===== src/rtl/tick_gen_pkg.sv =====
// Shared constants for the multi-channel game timebase tick generator.
// Optional feature macro: TICK_SQUARE_EN (adds the per-channel square-wave output).
package tick_gen_pkg;

    localparam int TICK_CNT_W_DEF  = 21;
    localparam int TICK_PERIOD_DEF = 500000;

    // Game-rate periods at 50 MHz; 100 ms and 1 s need CNT_W of at least 23 and 26.
    localparam int TICK_PERIOD_10MS  = 500_000;
    localparam int TICK_PERIOD_100MS = 5_000_000;
    localparam int TICK_PERIOD_1S    = 50_000_000;

endpackage


===== src/rtl/tick_gen_if.sv =====
// Control/status bundle for tick_gen: enables, loads, shared period, sync and ticks.
// sq_o only exists when TICK_SQUARE_EN is defined.
interface tick_gen_if #(
    parameter int NUM_CH = 4,
    parameter int CNT_W  = tick_gen_pkg::TICK_CNT_W_DEF
);
    logic [NUM_CH-1:0] en_i;
    logic [NUM_CH-1:0] load_i;
    logic [CNT_W-1:0]  period_i;
    logic              sync_i;
    logic [NUM_CH-1:0] tick_o;
`ifdef TICK_SQUARE_EN
    logic [NUM_CH-1:0] sq_o;
`endif

    modport master (
        output en_i,
        output load_i,
        output period_i,
        output sync_i,
`ifdef TICK_SQUARE_EN
        input  sq_o,
`endif
        input  tick_o
    );

    modport slave (
        input  en_i,
        input  load_i,
        input  period_i,
        input  sync_i,
`ifdef TICK_SQUARE_EN
        output sq_o,
`endif
        output tick_o
    );

endinterface


===== src/rtl/tick_chan.sv =====
// One tick channel: programmable period divider with registered one-cycle tick.
// With TICK_SQUARE_EN a toggle flop turns the tick stream into a 2P square wave.
module tick_chan
    import tick_gen_pkg::*;
#(
    parameter int CNT_W          = TICK_CNT_W_DEF,
    parameter int DEFAULT_PERIOD = TICK_PERIOD_DEF
) (
    input  logic             clk_in,
    input  logic             rst_n,
    input  logic             en,
    input  logic             load,
    input  logic             sync,
    input  logic [CNT_W-1:0] period_new,
    output logic             tick
`ifdef TICK_SQUARE_EN
    ,
    output logic             sq
`endif
);

    logic [CNT_W-1:0] cnt;
    logic [CNT_W-1:0] period;
    logic [CNT_W-1:0] tc;

    // A programmed period of 0 behaves like 1, so tc never underflows.
    assign tc = (period == '0) ? '0 : period - CNT_W'(1);

    always_ff @(posedge clk_in or negedge rst_n) begin
        if (!rst_n) begin
            cnt    <= '0;
            period <= CNT_W'(DEFAULT_PERIOD);
            tick   <= 1'b0;
`ifdef TICK_SQUARE_EN
            sq     <= 1'b0;
`endif
        end else if (load) begin
            period <= period_new;
            cnt    <= '0;
            tick   <= 1'b0;
        end else if (sync) begin
            cnt    <= '0;
            tick   <= 1'b0;
`ifdef TICK_SQUARE_EN
            sq     <= 1'b0;
`endif
        end else if (!en) begin
            tick   <= 1'b0;
        end else if (cnt == tc) begin
            cnt    <= '0;
            tick   <= 1'b1;
`ifdef TICK_SQUARE_EN
            sq     <= ~sq;
`endif
        end else begin
            cnt    <= cnt + CNT_W'(1);
            tick   <= 1'b0;
        end
    end

endmodule


===== src/rtl/tick_gen.sv =====
// Multi-channel tick generator top: fans shared period/sync out to NUM_CH channels.
// Define TICK_SQUARE_EN to add per-channel square-wave outputs on sq_o.
module tick_gen
    import tick_gen_pkg::*;
#(
    parameter int NUM_CH         = 4,
    parameter int CNT_W          = TICK_CNT_W_DEF,
    parameter int DEFAULT_PERIOD = TICK_PERIOD_DEF
) (
    input  logic       clk_in,
    input  logic       rst_n,
    tick_gen_if.slave  bus
);

    logic [NUM_CH-1:0] tick_vec;
`ifdef TICK_SQUARE_EN
    logic [NUM_CH-1:0] sq_vec;
    assign bus.sq_o = sq_vec;
`endif

    assign bus.tick_o = tick_vec;

    for (genvar k = 0; k < NUM_CH; k++) begin : g_chan
        tick_chan #(
            .CNT_W          (CNT_W),
            .DEFAULT_PERIOD (DEFAULT_PERIOD)
        ) u_chan (
            .clk_in     (clk_in),
            .rst_n      (rst_n),
            .en         (bus.en_i[k]),
            .load       (bus.load_i[k]),
            .sync       (bus.sync_i),
            .period_new (bus.period_i),
`ifdef TICK_SQUARE_EN
            .sq         (sq_vec[k]),
`endif
            .tick       (tick_vec[k])
        );
    end

endmodule


===== src/flat_wrapper.sv =====
// flat-port wrapper written by rule: the top's interface ports become plain ports
module tick_gen_flat import tick_gen_pkg::*;
#(
    parameter int NUM_CH         = 4,
    parameter int CNT_W          = TICK_CNT_W_DEF,
    parameter int DEFAULT_PERIOD = TICK_PERIOD_DEF
)
  (clk_in, rst_n, bus_en_i, bus_load_i, bus_period_i, bus_sync_i, bus_tick_o);
  tick_gen_if #(.NUM_CH(NUM_CH), .CNT_W(CNT_W)) bus_i ();
  input  logic clk_in;
  input  logic rst_n;
  input wire logic [$bits(bus_i.en_i)-1:0] bus_en_i;
  input wire logic [$bits(bus_i.load_i)-1:0] bus_load_i;
  input wire logic [$bits(bus_i.period_i)-1:0] bus_period_i;
  input wire logic [$bits(bus_i.sync_i)-1:0] bus_sync_i;
  output wire logic [$bits(bus_i.tick_o)-1:0] bus_tick_o;
  assign bus_i.en_i = bus_en_i;
  assign bus_i.load_i = bus_load_i;
  assign bus_i.period_i = bus_period_i;
  assign bus_i.sync_i = bus_sync_i;
  assign bus_tick_o = bus_i.tick_o;
  tick_gen #(.NUM_CH(NUM_CH), .CNT_W(CNT_W), .DEFAULT_PERIOD(DEFAULT_PERIOD)) u_core (.clk_in(clk_in), .rst_n(rst_n), .bus(bus_i));
endmodule

===== config.mk =====
export PLATFORM = sky130hd
export DESIGN_NAME = tick_gen_flat
export DESIGN_NICKNAME = d
export VERILOG_FILES = /design/src/rtl/tick_gen_pkg.sv /design/src/rtl/tick_gen_if.sv /design/src/rtl/tick_chan.sv /design/src/rtl/tick_gen.sv /design/src/flat_wrapper.sv
export SDC_FILE = /design/constraint.sdc
export NUM_CORES = 1
export LEC_CHECK = 0
export BUFFER_PORTS_ARGS = -buffer_cell sky130_fd_sc_hd__buf_2
export CORE_ASPECT_RATIO = 1.25
export CORE_MARGIN = 2
export CORE_UTILIZATION = 41
export DETAILED_ROUTE_END_ITERATION = 8
export HOLD_SLACK_MARGIN = 0.06
export SYNTH_ARGS = -nofsm -noshare
export SYNTH_HDL_FRONTEND = slang
export SYNTH_SLANG_ARGS = --single-unit

===== constraint.sdc =====
create_clock -name clk_in -period 3.83 [get_ports clk_in]
set_input_delay 0.1915 -clock clk_in [delete_from_list [all_inputs] [get_ports clk_in]]
set_output_delay 0.1915 -clock clk_in [all_outputs]
set_load 0.05 [all_outputs]

==> results by group, run 1 <==
GRT
  – Global-route wire length before repair: ~56 mm
  – Largest net degree at the start of global routing: 94
  – Global-route usage over all layers: 0.219
  – Grt ovf: 0
  – Initial antenna violation count: 0
  – Vias in the first global route: approximately 11000

Clock tree
  – Inserted Clock Buffers: 17
  – Worst-skew pair later-pin latency: between 400 and 500 ps
  – H-tree depth: 4
  – Clock slew at reported path FFs: about 70 ps
  – CTS tree: built
  – Clock Path Buffers: 2
  – Total clock sinks: around 170
  – Clock root buffer: clkbuf_16

Floorplanning
  – # rows: 70
  – Die width: ~160 um
  – Die H: ~200 um
  – Initial Util: 0.418
  – Total die area: between 30000 and 40000 sq um
  – Core area: about 29000 sq um
  – I/O pins: 36

Worst setup path
  – Worst path bufs/invs: 2
  – Crit-path cells: inv_1, ha_1, or3b_2, nor3_2, xnor2_1, or4bb_1, o311a_1, a2111oi_1, nand4_1, buf_4, a31oi_1, o22ai_1
  – CP max-delay cell: or3b_2
  – Top delay family on crit path: simple AND/OR/NAND/NOR gates
  – Worst Setup Start Kind: flop
  – Critical Path Max Stage Delay: between 500 and 600 ps
  – Crit Path Class: reg -> reg
  – Worst EP required: 4140 ps
  – Crit Path Max Fanout: 11
  – Setup crit end kind: flop
  – Critical path arrival: roughly 4000 ps

Drt
  – DRT antenna net count: 0
  – First-pass iteration count of the detailed router: 5
  – Routed len/inst: 18.4 um
  – Final WL: roughly 34 mm
  – Number of vias per cell: ~6
  – First DRT Iteration DRCs: between 800 and 900
  – # DRC: 0
  – Via count: 10937

Synth
  – Syn Std Cell Area: 12300 sq um
  – Ys flop type: dfrtp_1
  – EDFF count, synth: 0
  – Register area share after synthesis: 0.353
  – Syn Nets: ~1500
  – Post-Syn Area per Cell: ~8.7 sq um
  – Synth async-reset ratio: 1.00
  – Cells after synthesis: roughly 1400
  – Synth cell types: 88
  – Synth warnings: 0
  – Seq cells post-synth: between 150 and 200

Power and ir drop
  – Combinational Power Share: 0.153
  – Power density over cell area: between 300 and 400 nW/um^2
  – Clock network fraction of total power: 0.398
  – Sequential share of power: 0.450
  – Cell Int Power: around 3.3 mW
  – Sw Pwr: about 1.3 mW
  – Switching Fraction: 0.288
  – Tot Pwr: 4.63 mW
  – Worst VDD drop: around 240 uV
  – Lkg Pwr: between 5 and 6 nW

Layout
  – Area Growth Syn to Fin: 11.0%
  – Layout filler cell count: ~2900
  – Share of cells above drive strength 1: 0.192
  – Commonest non-fill, non-tap cell in the layout: dfrtp_1
  – Most frequent cells in the layout: dfrtp_1 (144), nand2_1 (126), nor2_1 (78)
  – Non-filler cells, final: 1830
  – Post-route cell area: 13700 sq um
  – # diodes: 0
  – Layout Nets: approximately 1500

Place
  – Inst Count DP: roughly 1800
  – Pre-CTS WS: between 80 and 90 ps
  – Final RePlAce weighted congestion: roughly 0.93
  – Area post-placement: 12900 sq um
  – HPWL after DPL: roughly 25 mm
  – Number of port buffers: 35

STA
  – Fin. Hold Viols: 0
  – Final WS setup: 208 ps
  – Endpoints failing setup: 0
  – Fmax: ~280 MHz
  – Slew margin rel.: 0.170
  – Fin. max-slew vios: 0
  – Final min period: between 3000 and 4000 ps
  – Least-Margin Pin Slew: approximately 1200 ps
  – Hold slack: ~80 ps
  – Skew final: approximately 11 ps
  – Final worst-path cycle share: 0.946

Worst hold path
  – Worst min path class: in -> reg

Run
  – Max-cap viol count: 0

Status
  – Run status: completed
==> repair_timing <==
action	CTS	global route
endpoints found under the hold margin	74	0
hold buffers	4	0
resized for setup	0	11
buffers inserted	0	4
endpoints found under the setup margin	0	54
==> tightest hold or removal path, stage by stage <==
cell and delay [ps]:
buf_2 170, nand2_1 60, o21ai_0 60
==> cell usage after synthesis (14+ instances only) <==
library cell	count	area, sq um
o21ai_0	65	325
nor3b_1	17	128
nand2_1	127	477
nor3_1	62	310
or2_2	21	131
nand3_1	73	365
buf_1	16	60.1
a31oi_1	21	131
nor2_1	78	293
a21oi_1	34	170
o311ai_1	22	193
and3_1	24	150
buf_2	14	70.1
dfrtp_1	144	3600
clkbuf_1	70	263
dfstp_2	28	736
xor2_1	44	385
inv_1	44	165
xnor2_1	43	377
a21o_1	15	113
nor4_1	33	206
or4_1	18	135
or3_1	39	244
mux2_2	72	811
nand4_1	61	382
==> kinds of logic (layout without fill, tap and decap cells) <==
group / Yosys count / count (layout) / share of synthesized area
flops: 172 / 172 / 0.353
simple gates: 624 / 624 / 0.280
xor+xnor: 90 / 90 / 0.0675
mux: 82 / 82 / 0.0740
compound gates: 290 / 290 / 0.165
buf+inv: 154 / 168 / 0.0522
fa+ha+maj: 8 / 8 / 0.00813
==> sequential cells by signal, indices dropped and copies added, names as in the netlist <==
signal,flops
u_core.g_chan.u_chan.cnt,84
u_core.g_chan.u_chan.period,84
u_core.g_chan.u_chan.tick,4
==> power by group through the flow <==
stage          combinational [mW]  clock, mW  sequential [mW]
2_1_floorplan               0.514          0             2.04
4_1_cts                     0.701       1.88             2.08
6_report                    0.708       1.84             2.08
5_1_grt                     0.783       1.95             2.10
3_5_place_dp                0.694          0             2.11
3_3_place_gp                0.685          0             2.11
==> per-stage QoR <==
stage / TNS, ps / utilization
after global placement: 0 / 0.439
after detailed placement: 0 / 0.439
after CTS: 0 / 0.461
after floorplan: 0 / -
after global routing: -63.5 / 0.464
final: 0 / 0.464
==> layout make-up <==
class | count | area (sq um) | share of cell area
Clock buffer | 20 | 447 | 0.0327
Clock inverter | 12 | 159 | 0.0116
Inverter | 44 | 165 | 0.0121
Multi-Input combinational cell | 1094 | 7410 | 0.542
Sequential cell | 172 | 4340 | 0.318
Tap cell | 396 | 495 | 0.0363
Timing Repair Buffer | 92 | 648 | 0.0474
==> worst paths after layout <==
path                                                                    start                                             to  slack, ps  cells past startpoint
worst max-delay path            u_core.g_chan[3].u_chan.period[0]$_DFFE_PN0P_     u_core.g_chan[3].u_chan.cnt[8]$_DFFE_PN0P_        210                     12
worst min-delay path                                          bus_period_i[1]  u_core.g_chan[2].u_chan.period[1]$_DFFE_PN0P_         80                      3
worst max register to register  u_core.g_chan[3].u_chan.period[0]$_DFFE_PN0P_     u_core.g_chan[3].u_chan.cnt[8]$_DFFE_PN0P_        210                     12
worst min register to register    u_core.g_chan[2].u_chan.cnt[20]$_DFFE_PN0P_    u_core.g_chan[2].u_chan.cnt[20]$_DFFE_PN0P_        550                      2
max in group asynchronous                                               rst_n    u_core.g_chan[0].u_chan.cnt[20]$_DFFE_PN0P_       2570                      3
min in group asynchronous                                               rst_n     u_core.g_chan[1].u_chan.cnt[4]$_DFFE_PN0P_        370                      2
==> routing by layer <==
layer  track usage  vias up  wire length [um]
met2         0.386      209             16800
met4        0.0859        0               968
met1         0.277     5367             15000
li1              -     5301                 -
met3        0.0241       60               893
met5             0        -                 0
Power figures use the tool's default switching activity.
==> inputs of run 2 (changes only) <==
- CORE_UTILIZATION: 41 -> 35
==> run 2 against run 1 <==
  * Non-clock buffer count fell by 7
  * Worst hold slack lost 21 ps
  * Clock skew rose by 1.6 ps
  * Sequential power about the same
  * Register-to-register slack better by 20 ps
  * Clock power decreased by 6%
  * Count of clock-buffer cells in the layout rose by 1
  * Critical path type unchanged
  * Largest power group unchanged
  * Highest routed layer unchanged
==> results by group, run 2 (synthesis results as in run 1) <==
GRT
  – Largest net degree at the start of global routing: 96 (+2.1%)
  – Grt ovf: 0 (unchanged)
  – Global-route usage over all layers: 0.191 (-0.0285)
  – Vias in the first global route: 10385 (-1.6%)
  – Initial antenna violation count: 0 (unchanged)
  – Global-route wire length before repair: 55.5 mm (-0.91%)

Clock tree
  – Worst-skew pair later-pin latency: 450 ps (about the same)
  – Clock slew at reported path FFs: 70 ps (about the same)
  – Total clock sinks: 172 (unchanged)
  – Inserted Clock Buffers: 17 (unchanged)
  – H-tree depth: 4 (unchanged)
  – Clock Path Buffers: 2 (unchanged)
  – CTS tree: built
  – Clock root buffer: clkbuf_16

Layout
  – Commonest non-fill, non-tap cell in the layout: dfrtp_1
  – Non-filler cells, final: 1895 (+3.6%)
  – Top Registers: u_core.g_chan.u_chan.cnt: 84 flops, u_core.g_chan.u_chan.period: 84 flops, u_core.g_chan.u_chan.tick: 4 flops
  – Layout Nets: 1454 (-0.48%)
  – # diodes: 0 (unchanged)
  – Layout filler cell count: 3430 (+19%)
  – Area Growth Syn to Fin: 11.1% (about the same)
  – Post-route cell area: 13700 sq um (about the same)
  – Most frequent cells in the layout: dfrtp_1 (144), nand2_1 (126), nor2_1 (78)
  – Share of cells above drive strength 1: 0.191 (-0.00186)
  – Fin util: 0.396 (-0.0683)

Worst setup path
  – Reg-to-reg endpoint: u_core.g_chan[0].u_chan.cnt[11]$_DFFE_PN0P_
  – Crit Path Max Fanout: 13 (+2)
  – Worst Setup Start Kind: flop
  – Worst Setup SP: u_core.g_chan[0].u_chan.period[0]$_DFFE_PN0P_
  – Setup crit end kind: flop
  – CP max-delay cell: or4_1
  – R2R depth: 11 (-1)
  – Critical path arrival: 3930 ps (about the same)
  – Crit-path cells: inv_1, ha_1, or3b_2, or3_1, and2_1, o32ai_1, o2111ai_1, or4_1, buf_4, o21ai_1, nor2_1
  – Register-to-register setup slack: 230 ps (+20 ps)
  – Crit Path Class: reg -> reg
  – Top delay family on crit path: simple AND/OR/NAND/NOR gates
  – Worst EP required: 4160 ps (+20 ps)
  – Worst path bufs/invs: 2 (unchanged)
  – WP depth: 11 (-1)
  – RR Startpoint: u_core.g_chan[0].u_chan.period[0]$_DFFE_PN0P_
  – Critical Path Max Stage Delay: 580 ps (+30 ps)

STA
  – Fmax: 278 MHz (+0.61%)
  – Unrepaired setup endpoints after global routing: no
  – Slew margin rel.: 0.127 (-0.0439)
  – Fin. max-slew vios: 0 (unchanged)
  – Final worst-path cycle share: 0.940 (-0.00571)
  – Fin. Hold Viols: 0 (unchanged)
  – Endpoints failing setup: 0 (unchanged)
  – Least-Margin Pin Slew: 1300 ps (+65.4 ps)
  – Hold slack: 59.4 ps (-20.7 ps)
  – Final WS setup: 230 ps (+21.9 ps)
  – Final min period: 3600 ps (-21.9 ps)
  – Skew final: 12.4 ps (+1.62 ps)
  – Total Neg Setup Slack: 0 ps (unchanged)

Power and ir drop
  – Sw Pwr: 1.33 mW (-0.13%)
  – Worst VDD drop: 359 uV (+47%)
  – Sequential share of power: 0.462 (+0.012)
  – Lkg Pwr: 5.12 nW (-0.97%)
  – Cell Int Power: 3.18 mW (-3.5%)
  – Power density over cell area: 330 nW/um^2 (-2.6%)
  – Switching Fraction: 0.295 (+0.00719)
  – Tot Pwr: 4.51 mW (-2.6%)
  – Clock network fraction of total power: 0.383 (-0.015)
  – Combinational Power Share: 0.155 (+0.002)

Floorplanning
  – Die width: 172 um (+8.0%)
  – # rows: 76 (+8.6%)
  – Core area: 34500 sq um (+17%)
  – Initial Util: 0.357 (-0.0617)
  – Total die area: 36700 sq um (+17%)
  – Die H: 214 um (+8.1%)
  – I/O pins: 36 (unchanged)

Worst hold path
  – Hold path startpoint: bus_period_i[16]
  – Hold Path End: u_core.g_chan[2].u_chan.period[16]$_DFFE_PN1P_
  – Worst Hold Depth: 3 (unchanged)
  – Worst min path class: in -> reg

Place
  – HPWL after DPL: 25.0 mm (+1.5%)
  – Inst Count DP: 1860 (+3.9%)
  – Final RePlAce weighted congestion: 0.903 (-2.7%)
  – Number of port buffers: 35 (unchanged)
  – Pre-CTS WS: 10.9 ps (-73.8 ps)
  – Area post-placement: 13000 sq um (+0.58%)

Drt
  – # DRC: 0 (unchanged)
  – Final WL: 34.0 mm (+0.74%)
  – Number of vias per cell: 5.78 (-3.2%)
  – Via count: 10960 (+0.21%)
  – First-pass iteration count of the detailed router: 8 (+3)
  – DRT antenna net count: 0 (unchanged)
  – First DRT Iteration DRCs: 715 (-20%)
  – Routed len/inst: 17.9 um (-2.7%)

Run
  – Max-cap viol count: 0 (unchanged)

Status
  – Run status: completed
## run 2: tightest hold or removal path, cell delays in order
cell and delay, ps:
buf_2 150, nand2_1 70, o21ai_0 70
## run 2: power groups by stage
stage	clock, mW	sequential, mW	combinational [mW]
after floorplan	0	2.04	0.514
after global placement	0	2.11	0.685
after detailed placement	0	2.11	0.694
after CTS	1.77	2.08	0.700
after global routing	1.85	2.11	0.772
final	1.73	2.09	0.699
## run 2: how the worst max path moves through the flow
stage	end	slack (ps)
4_1_cts	u_core.g_chan[1].u_chan.cnt[8]$_DFFE_PN0P_	10
2_1_floorplan	u_core.g_chan[1].u_chan.cnt[1]$_DFFE_PN0P_	280
5_1_grt	u_core.g_chan[0].u_chan.cnt[2]$_DFFE_PN0P_	9
3_3_place_gp	u_core.g_chan[1].u_chan.cnt[13]$_DFFE_PN0P_	130
6_report	u_core.g_chan[0].u_chan.cnt[11]$_DFFE_PN0P_	230
3_5_place_dp	u_core.g_chan[1].u_chan.cnt[8]$_DFFE_PN0P_	10
## run 2: what timing repair did
| item | 4_1_cts | 5_1_grt |
|---|---|---|
| hold buffers | 2 | 0 |
| endpoints found under the setup margin | 0 | 40 |
| setup buffers | 0 | 1 |
| endpoints found under the hold margin | 74 | 0 |
| resized for setup | 0 | 13 |
## run 2: metal layers
layer	GRT usage	vias to the layer above	part of all wire
met4	0.0684	0	0.028
met2	0.337	201	0.51
li1	-	5292	-
met3	0.0229	69	0.028
met5	0	-	0
met1	0.238	5398	0.43
## run 2: area by class of cell
type | instances | area (sq um) | area share
clock inverters | 11 | 109 | 0.00796
inverters | 44 | 165 | 0.0121
well taps | 468 | 586 | 0.0428
flip-flops and latches | 172 | 4340 | 0.317
repair buffers | 85 | 594 | 0.0435
clock buffers | 21 | 460 | 0.0337
multi-input cells | 1094 | 7420 | 0.543
==> inputs of run 3 (changes only) <==
- ABC_AREA: unset -> 1
- HOLD_SLACK_MARGIN: 0.06 -> 0.1
==> run 3 against run 2 <==
  * Sequential share of layout area shrank 1.6 points
  * Non-clock buffer count shrank 16
  * Worst hold slack gained 65 ps
  * Synthesized cell count grew 45%
  * Area after synthesis grew 5.7%
==> results by group, run 3 <==
Status
  – Run status: completed

Clock tree
  – Post-CTS sizing: 0 (unchanged)
  – Hold buffers post-CTS: 22 (+20)
  – H-tree depth: 4 (unchanged)
  – CTS tree: built
  – Clock slew at reported path FFs: 70 ps (about the same)
  – Postcts setup bufs: 0 (unchanged)
  – Worst-skew pair later-pin latency: 460 ps (about the same)
  – Inserted Clock Buffers: 17 (unchanged)
  – Total clock sinks: 172 (unchanged)
  – Clock Path Buffers: 2 (unchanged)
  – Clock root buffer: clkbuf_16

GRT
  – Initial antenna violation count: 0 (unchanged)
  – Global-route wire length before repair: 62.2 mm (+12%)
  – Vias in the first global route: 12316 (+19%)
  – Global-route usage over all layers: 0.201 (+0.0107)
  – Grt ovf: 0 (unchanged)
  – Largest net degree at the start of global routing: 82 (-15%)

Floorplanning
  – Die H: 220 um (+2.8%)
  – Core area: 36500 sq um (+5.7%)
  – I/O pins: 36 (unchanged)
  – Initial Util: 0.357 (about the same)
  – Die width: 176 um (+2.8%)
  – # rows: 78 (+2.6%)
  – Total die area: 38700 sq um (+5.6%)

Drt
  – Number of vias per cell: 4.87 (-16%)
  – Routed len/inst: 14.3 um (-20%)
  – # DRC: 0 (unchanged)
  – DRT antenna net count: 0 (unchanged)
  – Final WL: 37.0 mm (+8.8%)
  – First DRT Iteration DRCs: 825 (+15%)
  – Via count: 12591 (+15%)
  – First-pass iteration count of the detailed router: 6 (-2)

Layout
  – Fin util: 0.395 (-0.00138)
  – Area Growth Syn to Fin: 10.7%
  – Top Registers: u_core.g_chan.u_chan.cnt: 84 flops, u_core.g_chan.u_chan.period: 84 flops, u_core.g_chan.u_chan.tick: 4 flops
  – Layout filler cell count: 3976 (+16%)
  – Share of cells above drive strength 1: 0.0922 (-0.0984)
  – Commonest non-fill, non-tap cell in the layout: nand2_1
  – # diodes: 0 (unchanged)
  – Most frequent cells in the layout: nand2_1 (758), nor2_1 (266), inv_1 (222)
  – Layout Nets: 2131 (+47%)

Worst setup path
  – Crit Path Class: reg -> reg
  – Critical Path Max Stage Delay: 550 ps (-30 ps)
  – Crit Path Max Fanout: 38 (+25)
  – CP max-delay cell: nand3_2
  – CP dominant cell by count: nand2_1
  – Crit-path cells: inv_1, ha_1, nand2_4, nor2_8, nand3_4, nand2_1, nand2_1, nand2_1, nand3_1, nor2_1, nand2_1, nor2_1, nand3_2, nand2_1, nand2_1
  – Worst EP required: 4170 ps (about the same)
  – Worst Setup Start Kind: flop
  – Critical path arrival: 3490 ps (-440 ps)
  – Setup crit end kind: flop

Power and ir drop
  – Lkg Pwr: 6.83 nW (+34%)
  – Power density over cell area: 321 nW/um^2 (-2.8%)
  – Worst VDD drop: 295 uV (-18%)

Synth
  – Compound-gate portion of the synthesized area: 0.0585 (-0.107)
  – Synth area leader: dfrtp_1
  – Ys flop type: dfrtp_1
  – Syn Nets: 2100 (+44%)
  – Post-Synth Simple-Gate Area: 0.467 (+0.186)
  – Area share of fa/ha/maj cells after synthesis: 0.00769 (-0.000441)
  – Seq cells post-synth: 172 (unchanged)
  – Syn Std Cell Area: 13000 sq um (+5.7%)
  – Multiplexer area fraction after synthesis: 0.0121 (-0.0619)
  – Register area share after synthesis: 0.333 (-0.0191)
  – Largest family of logic cells by synthesized area: simple AND/OR/NAND/NOR gates
  – Synth cell types: 40 (-55%)
  – Commonest cells in the netlist: nand2_1 (758), nor2_1 (266), inv_1 (222), nand3_1 (173), dfrtp_1 (144)
  – XOR/XNOR Fraction of Synth Area: 0.0323 (-0.0352)
  – Dominant cells by area after synthesis: dfrtp_1 (28%), nand2_1 (22%), nor2_1 (7.7%), nand3_1 (6.7%), inv_1 (6.4%)
  – Cells after synthesis: 2060 (+45%)
  – Synth warnings: 0 (unchanged)
  – Synth top area share: 0.277 (-0.0159)
  – Post-Syn Area per Cell: 6.32 sq um (-27%)
  – EDFF count, synth: 0 (unchanged)
  – Synth async-reset ratio: 1.00 (unchanged)
  – Most numerous cell in the Yosys netlist: nand2_1

Worst hold path
  – Worst min path class: in -> reg

STA
  – Endpoints failing setup: 0 (unchanged)
  – Fin. Hold Viols: 0 (unchanged)
  – Fmax: 318 MHz (+14%)
  – Total Neg Setup Slack: 0 ps (unchanged)
  – Final min period: 3150 ps (-452 ps)
  – Skew final: 10.9 ps (-1.54 ps)
  – Least-Margin Pin Slew: 821 ps (-482 ps)
  – Slew margin rel.: 0.452 (+0.326)
  – Unrepaired setup endpoints after global routing: no
  – Final worst-path cycle share: 0.822 (-0.118)
  – Fin. max-slew vios: 0 (unchanged)

Place
  – Number of port buffers: 35 (unchanged)
  – HPWL after DPL: 28.3 mm (+13%)
  – Final RePlAce weighted congestion: 0.891 (-1.3%)

Run
  – Max-cap viol count: 0 (unchanged)
## run 3: cell count changes in the layout (fill, tap and decap cells not counted), sizes merged, moves of 28 or more
cell    change
buf        -37
inv       +182
mux2       -58
nand2     +655
nand3     +113
nor2      +212
nor4       -31
o21ai      +42
o311ai     -28
or3        -39
xnor2      -40
## run 3: layout make-up
cell class                 instances  area, sq um  area share
clock buffer                      18          450      0.0313
clock inverter                    14          149      0.0103
inverter                         224          841      0.0584
multi-input combinational       1607         7530       0.523
sequential                       172         4340       0.301
tap                              480          601      0.0417
timing repair buffer              69          494      0.0343
## run 3: cell families (layout without fill, tap and decap cells)
group	after synthesis	in the layout
AOI/OAI and AO/OA	146	146
xor gates and xnor gates	48	48
buffers and inverters	281	325
and+or+nand+nor	1391	1391
muxes	14	14
adders and majority gates	8	8
DFF	172	172
## run 3: path summary, 6_finish.rpt
check	startpoint	endpoint	slack, ps	depth (start not counted)
max in group asynchronous	rst_n	u_core.g_chan[3].u_chan.period[18]$_DFFE_PN1P_	2490	3
hold reg to reg	u_core.g_chan[1].u_chan.cnt[4]$_DFFE_PN0P_	u_core.g_chan[1].u_chan.cnt[4]$_DFFE_PN0P_	520	2
setup reg to reg	u_core.g_chan[2].u_chan.period[0]$_DFFE_PN0P_	u_core.g_chan[2].u_chan.cnt[0]$_DFFE_PN0P_	680	15
hold / removal	bus_period_i[20]	u_core.g_chan[2].u_chan.period[20]$_DFFE_PN0P_	120	3
setup / recovery	u_core.g_chan[2].u_chan.period[0]$_DFFE_PN0P_	u_core.g_chan[2].u_chan.cnt[0]$_DFFE_PN0P_	680	15
min in group asynchronous	rst_n	u_core.g_chan[3].u_chan.cnt[18]$_DFFE_PN0P_	340	2
## run 3: power breakdown
| part | switching (mW) | leakage, nW | internal [mW] |
|---|---|---|---|
| Combinational | 0.537 | 4.34 | 0.261 |
| Clock | 0.853 | 0.297 | 0.958 |
| Sequential | 0.0924 | 2.20 | 1.92 |
| Total | 1.48 | 6.83 | 3.14 |
## run 3: metal layers
metal,GRT usage,share of wire
met1,0.245,0.45
met3,0.0300,0.030
met2,0.356,0.49
met4,0.0804,0.031
met5,0,0
## run 3: per-stage QoR
stage	power (mW)	hold slack, ps	worst slack, ps	instances	cell area, sq um
CTS	4.69	100	702	2583	14400
detailed placement	2.83	301	703	2529	13600
finish	4.62	125	682	2584	14400
global placement	2.82	290	770	2529	13600
global route	4.89	130	376	2584	14400
floorplan	2.57	-104	1660	2060	13000
## run 3: critical path: cells and delay by family, from the launching register on
kind | cells | cell delay (ps)
flip-flops | 1 | 360
AND/OR/NAND/NOR | 13 | 2230
adder cells (fa/ha/maj) | 1 | 290
buffers and inverters | 1 | 120
